## src/rtl/sp_pkg.sv

```systemverilog
// ---------------------------------------------------------------------------
// sp_pkg : shared load/store types, opcode constants and FSM state encoding
// Rev 1.0
// ---------------------------------------------------------------------------
`default_nettype none

package sp_pkg;

   typedef logic [3:0] func_t;

   localparam func_t LOAD  = 4'b0010;
   localparam func_t STORE = 4'b1010;

   typedef enum logic [1:0] {
      SIZE_BYTE = 2'd0,
      SIZE_HALF = 2'd1,
      SIZE_WORD = 2'd2,
      SIZE_RSVD = 2'd3
   } lsu_size_t;

   typedef logic [1:0] lsu_state_t;

   localparam lsu_state_t ST_IDLE   = 2'd0;
   localparam lsu_state_t ST_ACCESS = 2'd1;
   localparam lsu_state_t ST_RESP   = 2'd2;

endpackage

`default_nettype wire

```

## src/rtl/lsu_lane_align.sv

```systemverilog
// ---------------------------------------------------------------------------
// lsu_lane_align : byte enables, store replication, load extract and extend
// Rev 1.0
// ---------------------------------------------------------------------------
`default_nettype none

module lsu_lane_align
   import sp_pkg::*;
#(
   parameter int DATA_WIDTH = 32,
   parameter int NB         = DATA_WIDTH / 8,
   parameter int OFF_W      = $clog2(NB)
) (
   input  logic [OFF_W-1:0]      offset,
   input  lsu_size_t             size,
   input  logic                  unsigned_ext,
   input  logic [DATA_WIDTH-1:0] wdata,
   input  logic [DATA_WIDTH-1:0] rdata,
   output logic [NB-1:0]         be,
   output logic [DATA_WIDTH-1:0] wdata_rep,
   output logic [DATA_WIDTH-1:0] rdata_ext
);

   localparam logic [NB-1:0] BE_BYTE = NB'(1);
   localparam logic [NB-1:0] BE_HALF = NB'(3);

   logic [DATA_WIDTH-1:0] shifted;
   logic                  sign;

   always_comb begin
      be        = '0;
      wdata_rep = '0;
      rdata_ext = '0;
      sign      = 1'b0;
      shifted   = rdata >> {offset, 3'b000};
      case (size)
         SIZE_BYTE: begin
            be        = BE_BYTE << offset;
            wdata_rep = {NB{wdata[7:0]}};
            sign      = ~unsigned_ext & shifted[7];
            rdata_ext = {{(DATA_WIDTH-8){sign}}, shifted[7:0]};
         end
         SIZE_HALF: begin
            be        = BE_HALF << offset;
            wdata_rep = {(NB/2){wdata[15:0]}};
            sign      = ~unsigned_ext & shifted[15];
            rdata_ext = {{(DATA_WIDTH-16){sign}}, shifted[15:0]};
         end
         SIZE_WORD: begin
            be        = '1;
            wdata_rep = wdata;
            rdata_ext = rdata;
         end
         default: ;
      endcase
   end

endmodule

`default_nettype wire

```

## src/rtl/load_store_unit.sv

```systemverilog
// ---------------------------------------------------------------------------
// load_store_unit : single-outstanding load/store sequencer with ack timeout
// Rev 1.0
// ---------------------------------------------------------------------------
`default_nettype none

module load_store_unit
   import sp_pkg::*;
#(
   parameter int DATA_WIDTH = 32,
   parameter int ADDR_WIDTH = 32,
   parameter int TIMEOUT    = 256
) (
   input  logic                    clk_i,
   input  logic                    arst_ni,
   input  logic                    req_valid_i,
   output logic                    req_ready_o,
   input  func_t                   opcode_i,
   input  lsu_size_t               size_i,
   input  logic                    unsigned_i,
   input  logic [ADDR_WIDTH-1:0]   addr_i,
   input  logic [DATA_WIDTH-1:0]   wdata_i,
   output logic                    dmem_req_o,
   output logic                    dmem_wr_o,
   output logic [ADDR_WIDTH-1:0]   dmem_addr_o,
   output logic [DATA_WIDTH/8-1:0] dmem_be_o,
   output logic [DATA_WIDTH-1:0]   dmem_wdata_o,
   input  logic [DATA_WIDTH-1:0]   dmem_rdata_i,
   input  logic                    dmem_ack_i,
   output logic                    resp_valid_o,
   output logic [DATA_WIDTH-1:0]   rd_data_o,
   output logic                    err_o
);

   localparam int              NB       = DATA_WIDTH / 8;
   localparam int              OFF_W    = $clog2(NB);
   localparam logic [15:0]     TMO_LAST = 16'(TIMEOUT - 1);

`ifndef SYNTHESIS
   if ((DATA_WIDTH % 8) != 0 || DATA_WIDTH < 16) begin : g_bad_width
      $error("load_store_unit: DATA_WIDTH=%0d must be a multiple of 8 and >= 16", DATA_WIDTH);
   end
`endif

   lsu_state_t            state;
   logic [15:0]           cnt;
   logic                  is_store;
   lsu_size_t             req_size;
   logic                  req_unsigned;
   logic [OFF_W-1:0]      req_offset;
   logic [ADDR_WIDTH-1:0] req_addr;
   logic [DATA_WIDTH-1:0] req_wdata;
   logic                  resp_err;
   logic [DATA_WIDTH-1:0] resp_data;

   logic                  in_access;
   logic                  in_resp;
   logic                  legal_op;
   logic                  misaligned;
   logic [NB-1:0]         lane_be;
   logic [DATA_WIDTH-1:0] lane_wdata;
   logic [DATA_WIDTH-1:0] lane_rdata;

   assign legal_op   = (opcode_i == LOAD) || (opcode_i == STORE);
   assign misaligned = (size_i == SIZE_RSVD) ||
                       (size_i == SIZE_HALF && addr_i[0]) ||
                       (size_i == SIZE_WORD && (|addr_i[OFF_W-1:0]));

   lsu_lane_align #(
      .DATA_WIDTH (DATA_WIDTH)
   ) u_lane_align (
      .offset       (req_offset),
      .size         (req_size),
      .unsigned_ext (req_unsigned),
      .wdata        (req_wdata),
      .rdata        (dmem_rdata_i),
      .be           (lane_be),
      .wdata_rep    (lane_wdata),
      .rdata_ext    (lane_rdata)
   );

   always_ff @(posedge clk_i or negedge arst_ni) begin
      if (!arst_ni) begin
         state        <= ST_IDLE;
         cnt          <= '0;
         is_store     <= 1'b0;
         req_size     <= SIZE_BYTE;
         req_unsigned <= 1'b0;
         req_offset   <= '0;
         req_addr     <= '0;
         req_wdata    <= '0;
         resp_err     <= 1'b0;
         resp_data    <= '0;
      end else begin
         case (state)
            ST_IDLE: begin
               // Illegal opcodes are accepted and silently dropped here.
               if (req_valid_i && legal_op) begin
                  is_store     <= (opcode_i == STORE);
                  req_size     <= size_i;
                  req_unsigned <= unsigned_i;
                  req_offset   <= addr_i[OFF_W-1:0];
                  req_addr     <= {addr_i[ADDR_WIDTH-1:OFF_W], {OFF_W{1'b0}}};
                  req_wdata    <= wdata_i;
                  cnt          <= '0;
                  resp_data    <= '0;
                  resp_err     <= misaligned;
                  state        <= misaligned ? ST_RESP : ST_ACCESS;
               end
            end
            ST_ACCESS: begin
               if (dmem_ack_i) begin
                  resp_data <= is_store ? '0 : lane_rdata;
                  state     <= ST_RESP;
               end else if (cnt == TMO_LAST) begin
                  resp_err  <= 1'b1;
                  state     <= ST_RESP;
               end else begin
                  cnt <= cnt + 16'd1;
               end
            end
            ST_RESP: begin
               resp_err  <= 1'b0;
               resp_data <= '0;
               state     <= ST_IDLE;
            end
            default: state <= ST_IDLE;
         endcase
      end
   end

   assign in_access = (state == ST_ACCESS);
   assign in_resp   = (state == ST_RESP);

   // Ready is masked by the reset input so every output reads 0 while held in reset.
   assign req_ready_o  = arst_ni && (state == ST_IDLE);
   assign dmem_req_o   = in_access;
   assign dmem_wr_o    = in_access && is_store;
   assign dmem_addr_o  = in_access ? req_addr : '0;
   assign dmem_be_o    = in_access ? lane_be : '0;
   assign dmem_wdata_o = (in_access && is_store) ? lane_wdata : '0;
   assign resp_valid_o = in_resp;
   assign err_o        = in_resp && resp_err;
   assign rd_data_o    = in_resp ? resp_data : '0;

endmodule

`default_nettype wire

```

## config.mk

```make
export PLATFORM = sky130hd
export DESIGN_NAME = load_store_unit
export DESIGN_NICKNAME = d
export VERILOG_FILES = /design/src/rtl/sp_pkg.sv /design/src/rtl/lsu_lane_align.sv /design/src/rtl/load_store_unit.sv
export SDC_FILE = /design/constraint.sdc
export NUM_CORES = 1
export LEC_CHECK = 0
export CELL_PAD_IN_SITES_DETAIL_PLACEMENT = 1
export CELL_PAD_IN_SITES_GLOBAL_PLACEMENT = 2
export CORE_ASPECT_RATIO = 1.2
export CORE_MARGIN = 5
export CORE_UTILIZATION = 30
export CTS_CLUSTER_SIZE = 28
export DETAILED_ROUTE_END_ITERATION = 16
export GPL_ROUTABILITY_DRIVEN = 0
export PLACE_DENSITY = 0.95
export SYNTH_ARGS = -nofsm -noshare
export SYNTH_HDL_FRONTEND = slang
export SYNTH_SLANG_ARGS = --single-unit
```

## constraint.sdc

```tcl
create_clock -name clk_i -period 5.4 [get_ports clk_i]
set_input_delay 1.62 -clock clk_i [delete_from_list [all_inputs] [get_ports clk_i]]
set_output_delay 1.62 -clock clk_i [all_outputs]
set_load 0.01 [all_outputs]
```

# Word level (Yosys, flattened, before mapping)
# Cells that the tools add are included.
dict set report classes {
  shifts 3
  add_sub_neg 1
  eq_ne 16
  bitwise 3
  mux 24
  n_reduce_logical 19
}
# operator n
set ops {}
lappend ops {{32-bit one-hot mux with 3 select lines} 3}
lappend ops {{32-bit two-way mux} 6}
lappend ops {{16-bit two-way mux} 3}
lappend ops {{16-bit one-hot mux with 2 select lines} 1}
lappend ops {{32-bit by 5-bit >> shifter with 16-bit output} 1}
lappend ops {{16-bit by 1-bit adder with 16-bit output, second input constant} 1}
lappend ops {{16-bit by 8-bit equality test with 1-bit output, second input constant} 1}
lappend ops {{4-bit one-hot mux with 3 select lines} 1}
lappend ops {{2-bit equality test, second input constant} 4}
lappend ops {{2-bit two-way mux} 4}
lappend ops {{2-bit inequality test, second input constant} 4}
lappend ops {{4-bit AND reduction} 2}
lappend ops {{2-bit by 1-bit equality test with 1-bit output, second input constant} 3}
lappend ops {{1-bit logical AND} 6}
lappend ops {{4-bit by 2-bit equality test with 1-bit output, second input constant} 1}
lappend ops {{4-bit equality test, second input constant} 1}
lappend ops {{2-bit zero test} 2}
lappend ops {{4-bit two-way mux} 1}
lappend ops {{2-bit one-hot mux with 2 select lines} 1}
lappend ops {{2-bit AND reduction} 2}
lappend ops {{1-bit by 2-bit left shift with 4-bit output, first input constant} 1}
lappend ops {{2-bit by 2-bit left shift with 4-bit output, first input constant} 1}
lappend ops {{1-bit logical OR} 3}
lappend ops {{1-bit two-way mux} 3}
lappend ops {{other kinds (9)} 10}
dict set report totals {
  elab_cells 76
  register_bits 119
  out_inout_bits 105
  inputBits 107
}

# Longest topological paths before layout
# Gate-level depths: netlist of the first run.
dict set report logic_depth {
  ltp_word 7
  depth_mapped 9
  depth_no_buf 7
}

# Modules after synthesis
# From an unflattened synthesis of the first run, not the netlist that was laid out.
dict set report unflattened {
  cells_unflattened 882
  hier_area_um2 7008.0
}
# module seq_area_each_um2 cells_per_inst instances area_each_um2
set by_module_without_submodules {}
lappend by_module_without_submodules {load_store_unit 2977.9 678 1 5745.5}
lappend by_module_without_submodules {lsu_lane_align 0.0 204 1 1262.5}

# Least setup slack after synthesis of the first run
# Ideal clock, no wire load.
dict set report synth_path {
  path_kind {input -> output}
  from {input port arst_ni}
  to {output port req_ready_o}
  path_buffers 0
  cell_stages 1
  arrival_time_ps 1785
  path_slack_ps 1995
  required_ps 3780
  cell_sequence {and2_1}
}
dict set report synth_between {
  elab_chain_cells 1
}
# element line_no
set synth_lines {}
lappend synth_lines {{start, declared} load_store_unit.sv:15} ;# input logic arst_ni,
lappend synth_lines {{1-bit logical AND} load_store_unit.sv:136} ;# assign req_ready_o = arst_ni && (state == ST_IDLE);
lappend synth_lines {{end, declared} load_store_unit.sv:17} ;# output logic req_ready_o,
# Every way passes these cells.

# Worst setup path in the final report of the first run
dict set report layout_path {
  from {register req_size[1]}
  to {output port dmem_wdata_o[15]}
}
dict set report layout_between {
  elab_chain_cells 3
}
# element line_no
set layout_lines {}
lappend layout_lines {{start, declared} load_store_unit.sv:48} ;# lsu_size_t req_size;
lappend layout_lines {{start signal, assigned} load_store_unit.sv:100} ;# req_size <= size_i;
lappend layout_lines {{2-bit equality test (tied with other cells)} lsu_lane_align.sv:36} ;# case (size)
lappend layout_lines {{32-bit one-hot mux with 3 select lines *} lsu_lane_align.sv:36}
lappend layout_lines {{32-bit two-way mux *} load_store_unit.sv:141} ;# assign dmem_wdata_o = (in_access && is_store) ? lane_wdata : '0;
lappend layout_lines {{end, declared} load_store_unit.sv:27} ;# output logic [DATA_WIDTH-1:0] dmem_wdata_o,
# Every way passes the cells marked *; elsewhere a longest branch is shown, timed or not.

==> results.py, run 1 <==
metrics = {
    "power_and_ir_drop": {
        "power.total_mw": 3.80,
        "ir_drop_mv": 0.209,
        "p_per_area_mw_per_mm2": 408,
        "p_leak_nw": 3.98,
    },
    "floorplan": {
        "design.die.area_mm2": 0.0242,
        "io_pins": 212,
        "die_h_um": 170,
        "initial_core_util_pct": 30.4,
        "die_w_um": 143,
        "core_mm2": 0.0209,
        "row_count": 58,
    },
    "worst_setup_path": {
        "worst-path-max-fanout": 25,
        "arrival_ns": 2.92,
        "reg2regPathDepth": 8,
        "critical_path_class": "reg -> out",
        "start_kind": "register",
        "cp.required_ns": 3.78,
        "cp-end-kind": "output pin",
    },
    "clock_tree": {
        "cts_tree": "done",
        "htreeDepth": 4,
        "clockBufferDepth": 2,
        "hold_buffers": 0,
        "cts.sinks": 119,
        "cts_buffers": 17,
        "clk_pin_slew_ns": 0.06,
        "postCtsSetupRepairBufs": 0,
        "post_cts_resized": 0,
        "clk_latency_ns": 0.41,
        "cts-root-buf": "clkbuf_16",
    },
    "timing": {
        "period_minus_slack_ns": 4.54,
        "period_share_pct": 84.1,
        "slew_violations": 0,
        "fin_setup_tns_ns": 0,
        "worstMarginPinSlew_ns": 1.09,
        "setup-violations-final": 0,
        "slew_headroom_pct": 27.0,
        "fmax_mhz": 220,
        "rsz0062_at_grt": "false",
        "hold_violations": 0,
        "skew_ns": 0.00863,
    },
    "yosys": {
        "synth_cell_type_count": 45,
        "synthCells": 636,
        "async_reset_ff_share_pct": 100,
        "synth.area.top_cells": "dfrtp_1 47%, mux2_2 13%, and2_1 7.5%",
        "synth_edf_count": 0,
        "dominantRegCellSynth": "dfrtp_1",
        "yosys_register_bits": 119,
        "synth_top_cell_by_area": "dfrtp_1",
        "syn_area_mm2": 0.00636,
        "seq_area_frac_synth_pct": 46.8,
        "ys_warn_count": 0,
        "postSynthAreaPerCell_um2": 10.0,
        "synth_top_area_share_pct": 46.8,
    },
    "hold_path": {
        "hold_class": "reg -> reg",
        "min_path_cells": 2,
    },
    "detailed_routing": {
        "drt_wl_total_mm": 21.1,
        "via_per_inst": 5.01,
        "post_drt_wl_per_cell_um": 18.9,
        "drc_errors": 0,
        "drt_iter0_drc": 240,
        "vias": 5578,
        "firstDrtPassIters": 4,
        "ant_nets": 0,
    },
    "status": {
        "status": "complete, no violations",
    },
    "placed_design": {
        "hpwl_mm": 15.3,
        "dpl_cell_area_mm2": 0.00870,
        "portBuffers": 209,
    },
    "layout": {
        "syn_to_final_growth_pct": 46.6,
        "nets": 942,
        "postLayoutCellArea_mm2": 0.00933,
        "n_antenna_cell": 0,
        "drive_gt1_share_pct": 15.2,
    },
    "global_route": {
        "grt_start_max_net_pins": 65,
        "grt_overflow": 0,
        "first_global_vias": 6153,
        "antenna_found_initial": 0,
        "grt_pass1_wl_mm": 33.3,
        "grtUsageTotal_pct": 17.4,
    },
    "job": {
        "maxCapViolations": 0,
    },
}
[cells by family (layout without fill, tap and decap cells)]
family / Yosys count / count (layout) / share of synthesized area, %
other: 1 / 2 / 0.0589
AND/OR/NAND/NOR: 232 / 232 / 19.6
XOR/XNOR: 12 / 12 / 1.65
multiplexers: 78 / 78 / 13.7
adder cells (fa/ha/maj): 5 / 5 / 0.983
flip-flops: 119 / 119 / 46.8
AO/OA/AOI/OAI: 135 / 135 / 13.7
buffers and inverters: 54 / 260 / 3.48
[per-layer routing]
| metal | global-route usage (%) | wire, um | share of wire [%] |
|---|---|---|---|
| met5 | 0 | 0 | 0 |
| met4 | 4.71 | 359 | 1.7 |
| met3 | 6.20 | 1790 | 8.5 |
| met2 | 30.4 | 10500 | 50 |
| met1 | 20.0 | 8470 | 40 |
[power by group]
| part | switching, mW | total, mW | internal (mW) |
|---|---|---|---|
| clock | 0.446 | 1.20 | 0.756 |
| sequential | 0.232 | 1.39 | 1.16 |
| combinational | 0.625 | 1.21 | 0.587 |
| total | 1.30 | 3.80 | 2.50 |
[synth_stat cells, types with 2 or more instances]
cell      count
a211oi_1      3
a21oi_1      53
a221oi_1      8
a22o_1       17
a22oi_1      24
and2_1       76
and3_1        5
and4_1        3
buf_1        10
buf_2         3
buf_4         2
clkbuf_1     32
dfrtp_1     119
ha_1          5
inv_1         6
mux2_2       75
mux2i_1       3
nand2_1      40
nand2b_1      3
nand3_1       8
nand4_1      11
nor2_1       57
nor2b_1      13
nor3_1        3
nor4_1        2
o21ai_0      21
o31ai_1       3
or3_1         2
or4_1         2
xor2_1       12
[per-stage QoR]
stage               hold WS [ns]  instances  worst slack [ns]  utilization (%)
floorplan                  0.442        637              2.00                -
global route               0.516       1113             0.659             44.6
detailed placement         0.474       1081              1.24             41.6
global placement           0.455       1081              1.32             41.6
finish                     0.483       1113             0.861             44.6
CTS                        0.486       1113             0.809             44.6
[cell type report]
class / count / area [um2]
flip-flops and latches: 119 / 2980
repair buffers: 222 / 2190
multi-input cells: 464 / 3180
fillers: 2345 / 11600
inverters: 6 / 22.5
clock buffers: 19 / 453
well taps: 270 / 338
clock inverters: 13 / 170
[path summary, 6_finish.rpt]
| kind | start | to | slack (ns) |
|---|---|---|---|
| max in group asynchronous | arst_ni | cnt[10]$_DFFE_PN0P_ | 2.60 |
| min | resp_data[14]$_DFFE_PN0P_ | resp_data[14]$_DFFE_PN0P_ | 0.48 |
| max | req_size[1]$_DFFE_PN0P_ | dmem_wdata_o[15] | 0.86 |
| max reg2reg | state[1]$_DFFE_PN0P_ | resp_data[16]$_DFFE_PN0P_ | 2.51 |
| min reg2reg | resp_data[14]$_DFFE_PN0P_ | resp_data[14]$_DFFE_PN0P_ | 0.48 |
| min in group asynchronous | arst_ni | cnt[8]$_DFFE_PN0P_ | 1.37 |
[layout by cell type, fill, tap and decap left out, types with 6 or more instances in the layout]
cell	netlist	final
a21oi_1	53	53
a221oi_1	8	8
a22o_1	17	17
a22oi_1	24	24
and2_1	76	76
buf_4	2	14
clkbuf_16	0	17
clkdlybuf4s50_1	0	208
dfrtp_1	119	119
inv_1	6	6
mux2_2	75	75
nand2_1	40	39
nand3_1	8	8
nand4_1	11	11
nor2_1	57	57
nor2b_1	13	12
o21ai_0	21	21
xor2_1	12	12
[state kept, by name, summed over array words and instances (netlist names)]
| name | count |
|---|---|
| req_wdata | 32 |
| resp_data | 32 |
| req_addr | 30 |
| cnt | 16 |
| req_offset | 2 |
| req_size | 2 |
| state | 2 |
| is_store | 1 |
| req_unsigned | 1 |
| resp_err | 1 |
[critical path, stage by stage (launching register included)]
cell and delay [ns]:
dfrtp_1 0.60, nor2b_2 0.94, a21oi_1 0.26, nor2_1 0.15, clkdlybuf4s50_1 0.55
No activity file was read; power rests on OpenSTA's default activity.
==> inputs of run 2 (changes only) <==
- CORE_UTILIZATION: 30 -> 28
- PLACE_DENSITY: 0.95 -> 0.92
- clock period: 5.4 -> 4.5 ns (I/O delays scaled with it)
==> run 2 against run 1 <==
Register-to-register slack worse by 0.89 ns. Critical path type unchanged. Via count hardly changed. Clock power is 13% higher. Hold slack worse by 0.0047 ns. First-iteration DRC count stayed put. Worst setup slack worse by 0.44 ns. Highest routed layer unchanged. Global-route usage is 0.61 points lower. Power is 18% higher. Core utilization is 3.0 points lower. Critical endpoint is now dmem_wdata_o[3]. Sequential power is 18% higher. Critical path depth is 3 higher. Largest cell class unchanged. Routed wire length is 2.4% higher.
==> results.py, run 2 (synthesis results as in run 1) <==
metrics = {
    "status": {
        "status": "complete, no violations",
    },
    "worst_setup_path": {
        "critPathTopFamily": "buffers and inverters",
        "path_buf_inv": 3,
        "slowest_delay_ns": 0.55,
        "worst-path-max-fanout": 26,
        "arrival_ns": 2.73,
        "cp.required_ns": 3.15,
        "start_kind": "register",
        "cp-end-kind": "output pin",
        "crit_chain": "inv_1, ha_1, nand2_1, buf_4, a21oi_1, and2_1, clkdlybuf4s50_1",
        "critical_path_class": "reg -> out",
        "cpMaxStageDelayCell": "clkdlybuf4s50_1",
    },
    "hold_path": {
        "hold_class": "reg -> reg",
    },
    "job": {
        "maxCapViolations": 0,
    },
    "floorplan": {
        "io_pins": 212,
        "die_h_um": 175,
        "initial_core_util_pct": 28.4,
        "row_count": 60,
        "die_w_um": 148,
        "core_mm2": 0.0224,
        "design.die.area_mm2": 0.0259,
    },
    "placed_design": {
        "portBuffers": 209,
        "place_ws_ns": 0.806,
        "hpwl_mm": 15.5,
    },
    "global_route": {
        "grt_start_max_net_pins": 120,
        "grt_overflow": 0,
        "first_global_vias": 6163,
        "grtUsageTotal_pct": 16.8,
        "antenna_found_initial": 0,
        "grt_pass1_wl_mm": 34.4,
    },
    "timing": {
        "skew_ns": 0.0122,
        "slew_violations": 0,
        "finalWorstSetupSlack_ns": 0.417,
        "worstMarginPinSlew_ns": 0.911,
        "rsz0062_at_grt": "false",
        "hold_violations": 0,
        "fin_setup_tns_ns": 0,
        "period_share_pct": 90.7,
        "slew_headroom_pct": 39.2,
        "period_minus_slack_ns": 4.08,
        "fmax_mhz": 245,
        "setup-violations-final": 0,
    },
    "clock_tree": {
        "cts_buffers": 17,
        "clk_latency_ns": 0.42,
        "cts.sinks": 119,
        "post_cts_resized": 0,
        "cts-root-buf": "clkbuf_16",
        "clk_pin_slew_ns": 0.06,
        "cts_tree": "done",
        "htreeDepth": 4,
        "hold_buffers": 0,
        "postCtsSetupRepairBufs": 0,
        "clockBufferDepth": 2,
    },
    "layout": {
        "nets": 944,
        "final_cell_mix": "208 x clkdlybuf4s50_1, 119 x dfrtp_1, 76 x and2_1",
        "nFillCells": 2501,
        "n_antenna_cell": 0,
        "top_regs": "req_wdata x32, resp_data x32, req_addr x30",
        "drive_gt1_share_pct": 15.3,
        "syn_to_final_growth_pct": 46.7,
        "final_common_cell": "clkdlybuf4s50_1",
    },
    "detailed_routing": {
        "ant_nets": 0,
        "drt_wl_total_mm": 21.6,
        "drt_iter0_drc": 240,
        "vias": 5581,
        "post_drt_wl_per_cell_um": 19.2,
        "via_per_inst": 4.97,
        "drc_errors": 0,
        "firstDrtPassIters": 5,
    },
    "power_and_ir_drop": {
        "p_leak_nw": 3.98,
        "ir_drop_mv": 0.244,
        "p_per_area_mw_per_mm2": 480,
    },
}
run 2: cell types whose count changed in the layout (fill, tap and decap cells not counted):
cell,previous run,this run
buf_12,0,2
clkbuf_8,2,0
bufinv_16,3,2
clkbuf_1,0,1
clkinv_2,1,2
clkinvlp_4,3,4
run 2: layer usage:
| metal | routed length [um] | part of all wire (%) | global-route usage, % |
|---|---|---|---|
| met2 | 10900 | 50 | 29.3 |
| met4 | 334 | 1.5 | 5.21 |
| met3 | 1470 | 6.8 | 5.01 |
| met5 | 0 | 0 | 0 |
| met1 | 8880 | 41 | 19.7 |
run 2: where the power goes:
group | switching, mW | leakage [nW] | internal, mW
logic | 0.765 | 2.18 | 0.717
registers | 0.248 | 1.53 | 1.39
clock network | 0.544 | 0.273 | 0.819
total | 1.56 | 3.98 | 2.93
run 2: worst register-to-register path: stages (launching register included):
cell and delay [ns]:
dfrtp_1 0.40, inv_1 0.12, ha_1 0.19, buf_4 0.36
nand3b_1 0.22, a211oi_4 0.49, nand2_2 0.25, or3_1 0.64
nand2_1 0.15
run 2: final cells by class:
class                           instances  area, um2  area share [%]
Clock buffer                           18        429            4.60
Multi-Input combinational cell        464       3180            34.0
Sequential cell                       119       2980            31.9
Inverter                                6       22.5           0.241
Clock inverter                         14        153            1.63
Timing Repair Buffer                  224       2230            23.9
Tap cell                              279        349            3.74
run 2: per-stage QoR:
step | cells | area [um2] | hold WS (ns) | power [mW] | util [%]
after CTS | 1124 | 9340 | 0.476 | 4.55 | 41.6
after global routing | 1124 | 9340 | 0.488 | 4.79 | 41.6
after global placement | 1092 | 8750 | 0.462 | 3.09 | 39.0
final | 1124 | 9340 | 0.478 | 4.48 | 41.6
after detailed placement | 1092 | 8750 | 0.463 | 3.15 | 39.0
after floorplan | 637 | 6370 | 0.442 | 2.60 | -
run 2: final timing paths:
kind                                            from                         to  slack (ns)  cells after the start
setup / recovery                state[1]$_DFFE_PN0P_            dmem_wdata_o[3]        0.42                      7
hold / removal             resp_data[14]$_DFFE_PN0P_  resp_data[14]$_DFFE_PN0P_        0.48                      2
setup reg to reg                state[1]$_DFFE_PN0P_  resp_data[26]$_DFFE_PN0P_        1.62                      8
hold reg to reg            resp_data[14]$_DFFE_PN0P_  resp_data[14]$_DFFE_PN0P_        0.48                      2
max in group asynchronous                    arst_ni    req_addr[9]$_DFFE_PN0P_        2.85                      2
min in group asynchronous                    arst_ni         cnt[8]$_DFFE_PN0P_        0.96                      2
